**config.mk**
```make
export PLATFORM = sky130hd
export DESIGN_NAME = mcu_sequencer_flat
export DESIGN_NICKNAME = d
export VERILOG_FILES = /design/src/rtl/mcu_sequencer_if.sv /design/src/rtl/mcu_sequencer.sv /design/src/flat_wrapper.sv
export SDC_FILE = /design/constraint.sdc
export NUM_CORES = 1
export LEC_CHECK = 0
export ABC_AREA = 1
export BUFFER_PORTS_ARGS = -buffer_cell sky130_fd_sc_hd__buf_2
export CAP_MARGIN = 40
export CORE_MARGIN = 2
export CORE_UTILIZATION = 51
export CTS_CLUSTER_SIZE = 16
export DETAILED_ROUTE_END_ITERATION = 10
export PLACE_DENSITY = 0.78
export SETUP_SLACK_MARGIN = 0.15
export SYNTH_ARGS = -nofsm -noshare
export SYNTH_HDL_FRONTEND = slang
export SYNTH_SLANG_ARGS = --single-unit
```
**constraint.sdc**
```tcl
create_clock -name clk -period 3.7 [get_ports clk]
set_clock_uncertainty 0.2 [all_clocks]
set_input_delay 1.11 -clock clk [delete_from_list [all_inputs] [get_ports clk]]
set_output_delay 1.11 -clock clk [all_outputs]
set_load 0.05 [all_outputs]
```
**src/rtl/mcu_sequencer_if.sv**
```systemverilog
// -----------------------------------------------------------------------------
// mcu_sequencer_if
//
// Host-side handshake bundle for mcu_sequencer: the instruction push channel
// and the read-result channel.
//
// Signals
//   in_valid   host -> seq : instruction on in_instr is valid
//   in_instr   host -> seq : packed {op[3:0], op0, op1, op2}
//   in_ready   seq -> host : sequencer accepts an instruction this cycle
//   res_valid  seq -> host : res_data holds an unconsumed read result
//   res_data   seq -> host : captured mcu read data
//   res_ready  host -> seq : host consumes the result this cycle
//
// Modports
//   master : host side
//   slave  : sequencer side
// -----------------------------------------------------------------------------
interface mcu_sequencer_if #(
    parameter int op_sz  = 32,
    parameter int mem_sz = 4
);
    localparam int IW = 4 + 2 * mem_sz + op_sz;

    logic              in_valid;
    logic [IW-1:0]     in_instr;
    logic              in_ready;
    logic              res_valid;
    logic [op_sz-1:0]  res_data;
    logic              res_ready;

    modport master (
        output in_valid, in_instr, res_ready,
        input  in_ready, res_valid, res_data
    );

    modport slave (
        input  in_valid, in_instr, res_ready,
        output in_ready, res_valid, res_data
    );
endinterface

```
**src/rtl/mcu_sequencer.sv**
```systemverilog
// -----------------------------------------------------------------------------
// mcu_sequencer
//
// Buffers host instructions in a small FIFO and issues them to the mcu one per
// cycle through registered op ports. Read results (op 7) are captured into a
// handshaked result register; an invalid opcode halts issue until clr_err.
//
// Ports
//   clk         clock, rising edge
//   reset       asynchronous, active-low
//   host        mcu_sequencer_if.slave: instruction push + result channel
//   run         1 allows FIFO pops; 0 pauses after the current instruction
//   clr_err     single-cycle pulse that leaves HALT
//   err         sticky invalid-opcode flag
//   err_op      opcode that caused err
//   busy        FIFO non-empty or state not IDLE
//   retired     completed-instruction count, wraps
//   mcu_op/op0/op1/op2   registered drive to the mcu
//   mcu_out     read data from the mcu
//   mcu_op_err  invalid-opcode indication from the mcu
// -----------------------------------------------------------------------------
module mcu_sequencer #(
    parameter int op_sz      = 32,
    parameter int mem_sz     = 4,
    parameter int FIFO_DEPTH = 4
) (
    input  logic                clk,
    input  logic                reset,
    mcu_sequencer_if.slave      host,
    input  logic                run,
    input  logic                clr_err,
    output logic                err,
    output logic [3:0]          err_op,
    output logic                busy,
    output logic [15:0]         retired,
    output logic [3:0]          mcu_op,
    output logic [mem_sz-1:0]   mcu_op0,
    output logic [op_sz-1:0]    mcu_op1,
    output logic [mem_sz-1:0]   mcu_op2,
    input  logic [op_sz-1:0]    mcu_out,
    input  logic                mcu_op_err
);

    localparam int IW = 4 + 2 * mem_sz + op_sz;
    localparam int AW = $clog2(FIFO_DEPTH);

    // A read has no side effects, so it doubles as the idle command.
    localparam logic [3:0] OP_READ = 4'd7;

    typedef enum logic [1:0] {
        S_IDLE,
        S_EXEC,
        S_HALT
    } state_t;

    state_t state, state_n;

    // ---------------------------------------------------------------------
    // Instruction FIFO. Pointers carry one extra wrap bit so full and empty
    // are distinguishable without a separate count.
    // ---------------------------------------------------------------------
    logic [IW-1:0] fifo_mem [FIFO_DEPTH];
    logic [AW:0]   wr_ptr, rd_ptr;
    logic          full, empty, push, pop;
    logic [IW-1:0] head;

    assign empty = (wr_ptr == rd_ptr);
    assign full  = (wr_ptr[AW] != rd_ptr[AW]) && (wr_ptr[AW-1:0] == rd_ptr[AW-1:0]);
    assign push  = host.in_valid && host.in_ready;
    assign head  = fifo_mem[rd_ptr[AW-1:0]];

    // NOTE: FIFO storage is deliberately not reset; the pointers alone decide
    // which entries are live, and leaving the array reset-free lets it map to
    // plain memory.
    always_ff @(posedge clk) begin
        if (push) begin
            fifo_mem[wr_ptr[AW-1:0]] <= host.in_instr;
        end
    end

    // ---------------------------------------------------------------------
    // Result register
    // ---------------------------------------------------------------------
    logic             res_valid;
    logic [op_sz-1:0] res_data;

    assign host.res_valid = res_valid;
    assign host.res_data  = res_data;
    assign host.in_ready  = !full && (state != S_HALT);
    assign busy           = !empty || (state != S_IDLE);

    // ---------------------------------------------------------------------
    // Next-state / control decode
    // ---------------------------------------------------------------------
    logic load_fifo, load_nop, capture, retire, set_err;

    // NOTE: every output of this block gets a default before the case so no
    // path leaves a signal unassigned, which would otherwise infer a latch.
    always_comb begin
        state_n   = state;
        pop       = 1'b0;
        load_fifo = 1'b0;
        load_nop  = 1'b0;
        capture   = 1'b0;
        retire    = 1'b0;
        set_err   = 1'b0;

        case (state)
            S_IDLE: begin
                if (run && !empty) begin
                    pop       = 1'b1;
                    load_fifo = 1'b1;
                    state_n   = S_EXEC;
                end
            end

            S_EXEC: begin
                if (mcu_op_err) begin
                    set_err  = 1'b1;
                    load_nop = 1'b1;
                    state_n  = S_HALT;
                end else if (mcu_op == OP_READ && res_valid && !host.res_ready) begin
                    // Result register still occupied: keep re-issuing the
                    // read, which is harmless because reads are idempotent.
                end else begin
                    capture = (mcu_op == OP_READ);
                    retire  = 1'b1;
                    if (run && !empty) begin
                        pop       = 1'b1;
                        load_fifo = 1'b1;
                    end else begin
                        load_nop = 1'b1;
                        state_n  = S_IDLE;
                    end
                end
            end

            S_HALT: begin
                if (clr_err) begin
                    state_n = S_IDLE;
                end
            end

            default: begin
                load_nop = 1'b1;
                state_n  = S_IDLE;
            end
        endcase
    end

    // ---------------------------------------------------------------------
    // State, pointers, issue register, result register, counters
    // ---------------------------------------------------------------------
    // NOTE: sequential state uses non-blocking assignments so every register
    // samples pre-edge values regardless of statement order.
    always_ff @(posedge clk or negedge reset) begin
        if (!reset) begin
            state     <= S_IDLE;
            wr_ptr    <= '0;
            rd_ptr    <= '0;
            mcu_op    <= OP_READ;
            mcu_op0   <= '0;
            mcu_op1   <= '0;
            mcu_op2   <= '0;
            res_valid <= 1'b0;
            res_data  <= '0;
            retired   <= '0;
            err       <= 1'b0;
            err_op    <= '0;
        end else begin
            state <= state_n;

            if (push) begin
                wr_ptr <= wr_ptr + (AW+1)'(1);
            end
            if (pop) begin
                rd_ptr <= rd_ptr + (AW+1)'(1);
            end

            if (load_fifo) begin
                mcu_op  <= head[IW-1 -: 4];
                mcu_op0 <= head[IW-5 -: mem_sz];
                mcu_op1 <= head[mem_sz +: op_sz];
                mcu_op2 <= head[mem_sz-1:0];
            end else if (load_nop) begin
                mcu_op  <= OP_READ;
                mcu_op0 <= '0;
                mcu_op1 <= '0;
                mcu_op2 <= '0;
            end

            // A capture may coincide with a consume; the reload wins and the
            // register stays valid.
            if (capture) begin
                res_data  <= mcu_out;
                res_valid <= 1'b1;
            end else if (res_valid && host.res_ready) begin
                res_valid <= 1'b0;
            end

            if (retire) begin
                retired <= retired + 16'd1;
            end

            if (set_err) begin
                err    <= 1'b1;
                err_op <= mcu_op;
            end else if (state == S_HALT && clr_err) begin
                err <= 1'b0;
            end
        end
    end

endmodule

```
**src/flat_wrapper.sv**
```systemverilog
// flat-port wrapper written by rule: the top's interface ports become plain ports
module mcu_sequencer_flat 
#(
    parameter int op_sz      = 32,
    parameter int mem_sz     = 4,
    parameter int FIFO_DEPTH = 4
)
  (clk, reset, run, clr_err, err, err_op, busy, retired, mcu_op, mcu_op0, mcu_op1, mcu_op2, mcu_out, mcu_op_err, host_in_valid, host_in_instr, host_res_ready, host_in_ready, host_res_valid, host_res_data);
  mcu_sequencer_if #(.op_sz(op_sz), .mem_sz(mem_sz)) host_i ();
  input  logic clk;
  input  logic reset;
  input  logic run;
  input  logic clr_err;
  output logic err;
  output logic [3:0] err_op;
  output logic busy;
  output logic [15:0] retired;
  output logic [3:0] mcu_op;
  output logic [mem_sz-1:0] mcu_op0;
  output logic [op_sz-1:0] mcu_op1;
  output logic [mem_sz-1:0] mcu_op2;
  input  logic [op_sz-1:0] mcu_out;
  input  logic mcu_op_err;
  input wire logic [$bits(host_i.in_valid)-1:0] host_in_valid;
  input wire logic [$bits(host_i.in_instr)-1:0] host_in_instr;
  input wire logic [$bits(host_i.res_ready)-1:0] host_res_ready;
  output wire logic [$bits(host_i.in_ready)-1:0] host_in_ready;
  output wire logic [$bits(host_i.res_valid)-1:0] host_res_valid;
  output wire logic [$bits(host_i.res_data)-1:0] host_res_data;
  assign host_i.in_valid = host_in_valid;
  assign host_i.in_instr = host_in_instr;
  assign host_i.res_ready = host_res_ready;
  assign host_in_ready = host_i.in_ready;
  assign host_res_valid = host_i.res_valid;
  assign host_res_data = host_i.res_data;
  mcu_sequencer #(.op_sz(op_sz), .mem_sz(mem_sz), .FIFO_DEPTH(FIFO_DEPTH)) u_core (.clk(clk), .reset(reset), .host(host_i), .run(run), .clr_err(clr_err), .err(err), .err_op(err_op), .busy(busy), .retired(retired), .mcu_op(mcu_op), .mcu_op0(mcu_op0), .mcu_op1(mcu_op1), .mcu_op2(mcu_op2), .mcu_out(mcu_out), .mcu_op_err(mcu_op_err));
endmodule
```
==> impl_metrics.tcl <==
set metrics [dict create \
    tightest_slew_ps 903 \
    final_common_cell "nand2_1" \
    setup_viol 0 \
    hold_path.startpoint "u_core.host.res_data[4]" \
    die_h_um 153 \
    timing.rr.start "u_core.rd_ptr[0]" \
    path_common_cell "nand2_1" \
    worst_ep_required_time_ps 2390 \
    drv_slew 0 \
    final_area_sq_mm 0.0135 \
    place_congestion 0.851 \
    dr.pass1.iters 5 \
    ys_ff_latch 282 \
    h-tree-depth 1 \
    critical_path_peak_fanout 30 \
    fp.coreArea_sq_mm 0.0218 \
    p_sw_mw 5.48 \
    p_clk_frac 0.229 \
    postSynthCellCount 962 \
    grt_usage 0.219 \
    cap_violations 0 \
    fp.dieW_um 153 \
    critPathLaunch "u_core.rd_ptr[0]" \
    max_stage_delay_ps 730 \
    grt_max_degree 90 \
    syn_area_per_cell_sq_um 11.7 \
    insertion_delay_ps 560 \
    num_vias 7951 \
    yosys.cell_types.count 34 \
    grt_pass1_vias 7789 \
    ys_warn_count 0 \
    layoutNonFillerInstCount 1448 \
    cts_buffers 29 \
    max_freq_mhz 296 \
    drtIter0Drc 608 \
    yosysTopAreaCellShare 0.468 \
    clk_pin_slew_worst_paths_ps 60 \
    powerDensity_mw_per_mm2 944 \
    ys_seq_area_frac 0.704 \
    hpwl_um 15900 \
    crit_path_start_kind "register" \
    layout_min_cycle_time_ps 3380 \
    drcViolationCount 0 \
    placed_cells 1391 \
    row_count 54 \
    met1_length_um 10400 \
    met2_length_um 12500 \
    cp-end-kind "output port" \
    clkSinkCount 282 \
    synth_fp_nets 1051 \
    layout-drive-gt1-share 0.248 \
    rsz0062_at_grt "false" \
    antenna_found_initial 3 \
    hold_class "reg -> reg" \
    intPower_mw 7.24 \
    ant_nets 0 \
    status "complete, no violations" \
    layout_common_cells "nand2_1, buf_2, edfxtp_1" \
    combinationalPowerShare 0.393 \
    wl_met3_um 2450 \
    critPathKind "reg -> out" \
    switching_share 0.431 \
    hold_viol_final 0 \
    io_buffers 182 \
    synth_area_leaders "edfxtp_1, dfrtp_1, nand2_1" \
    syn_to_final_growth_pct 19.4 \
    worstPathArrival_ps 2070 \
    finalNetCount 1231 \
    postCtsHoldBufs 0 \
    cp_num_buf_inv 2 \
    dpl-instance-area_sq_mm 0.0125 \
    path_cells "nand2_1, nand2_2, nand4_1, nand2_1, inv_1, buf_2" \
    ir_drop_uv 528 \
    critPathSlowestCell "dfrtp_2" \
    cp_top_family "flip-flops" \
    seqPwrFrac 0.379 \
    grt_pass1_wl_um 41100 \
    period_share 0.914 \
    post_drt_wl_per_cell_um 17.9 \
    relSlewSlack 0.398 \
    top_layer "met5" \
    cts-resized-gates 0 \
    io_pins 183 \
    netlist_area_sq_mm 0.0113 \
    drt_wl_total_um 26000 \
    fillers 1682 \
    clock-root-buffer "clkbuf_16" \
    vias_per_cell 5.49 \
    post_cts_buffers 0 \
    grt.overflow.total 0 \
    yosysTopAreaCell "edfxtp_1" \
    die_area_sq_mm 0.0233 \
    power.leakage_nw 5.80 \
    cts_tree "yes" \
    initial_core_util 0.519 \
    cts_buffer_depth 3 \
]
==> per-stage QoR <==
step                 util  setup WS, ps  hold slack [ps]  power [mW]  TNS [ps]
global placement    0.575           736              248        9.73         0
finish              0.620           319              271        12.7         0
floorplan               -          -156              263        8.50    -20600
CTS                 0.619           339              270        12.8         0
detailed placement  0.575           669              254        9.86         0
global route        0.619           252              284        13.4         0
==> cells in the mapped netlist (all sizes together) <==
library cell  number
a21oi              5
inv               35
nand2            217
mux2               3
nand3             88
o21bai             1
a32o               3
nand4              8
clkbuf            28
o21a               1
dfstp              3
ha                 6
xor2              11
o21ai             94
buf               24
o22ai             41
dfrtp            103
nor3               5
nor2             106
xnor2              3
nand3b             1
edfxtp           176
==> final timing paths <==
check / endpoint / slack, ps / cells after the start
min in group asynchronous: u_core.retired[3] / 330 / 1
hold / removal: u_core.host.res_data[4] / 270 / 2
hold reg to reg: u_core.host.res_data[4] / 270 / 2
setup / recovery: host_in_ready / 320 / 6
setup reg to reg: u_core.fifo_mem[1][14] / 850 / 7
max in group asynchronous: u_core.mcu_op2[2] / 2240 / 2
==> state kept, by name (all words and copies together), names as in the netlist <==
register	cells
u_core.mcu_op	4
u_core.retired	16
u_core.mcu_op2	4
u_core.mcu_op1	32
u_core.mcu_op0	4
u_core.err	1
u_core.wr_ptr	3
u_core.fifo_mem	176
u_core.state	2
u_core.host.res_data	32
u_core.host.res_valid	1
u_core.err_op	4
u_core.rd_ptr	3
==> cells by family after synthesis <==
group | Yosys count | synth area share
DFF | 282 | 0.704
xor gates and xnor gates | 14 | 0.0109
buffers and inverters | 87 | 0.0382
and+or+nand+nor | 425 | 0.165
AOI/OAI and AO/OA | 145 | 0.0726
adders and majority gates | 6 | 0.00665
muxes | 3 | 0.00299
==> per-layer routing <==
| layer | track usage | vias to the layer above |
|---|---|---|
| li1 | - | 3699 |
| met2 | 0.368 | 392 |
| met5 | 0 | - |
| met4 | 0.0608 | 2 |
| met1 | 0.289 | 3806 |
| met3 | 0.0515 | 52 |
==> worst reg2reg max path, delay by kind of cell, from the launching register on <==
family	cells	cell delay, ps
and+or+nand+nor	5	1230
DFF	1	730
buffers and inverters	2	350
==> final cells by class <==
type	count	area, sq um	area share
Inverter	35	134	0.00993
Sequential cell	282	7940	0.589
Multi-Input combinational cell	593	2950	0.219
Clock buffer	36	772	0.0573
Clock inverter	18	190	0.0141
Tap cell	280	350	0.0260
Antenna cell	3	7.51	0.000557
Timing Repair Buffer	201	1130	0.0841
==> power groups by stage <==
stage	logic [mW]	registers, mW	clock network, mW
floorplan	2.28	6.22	0
global placement	4.89	4.84	0
detailed placement	5.00	4.86	0
CTS	5.02	4.81	2.95
global route	5.40	4.90	3.07
finish	5.00	4.82	2.91
Note: power is estimated with default switching activity, not from simulation.
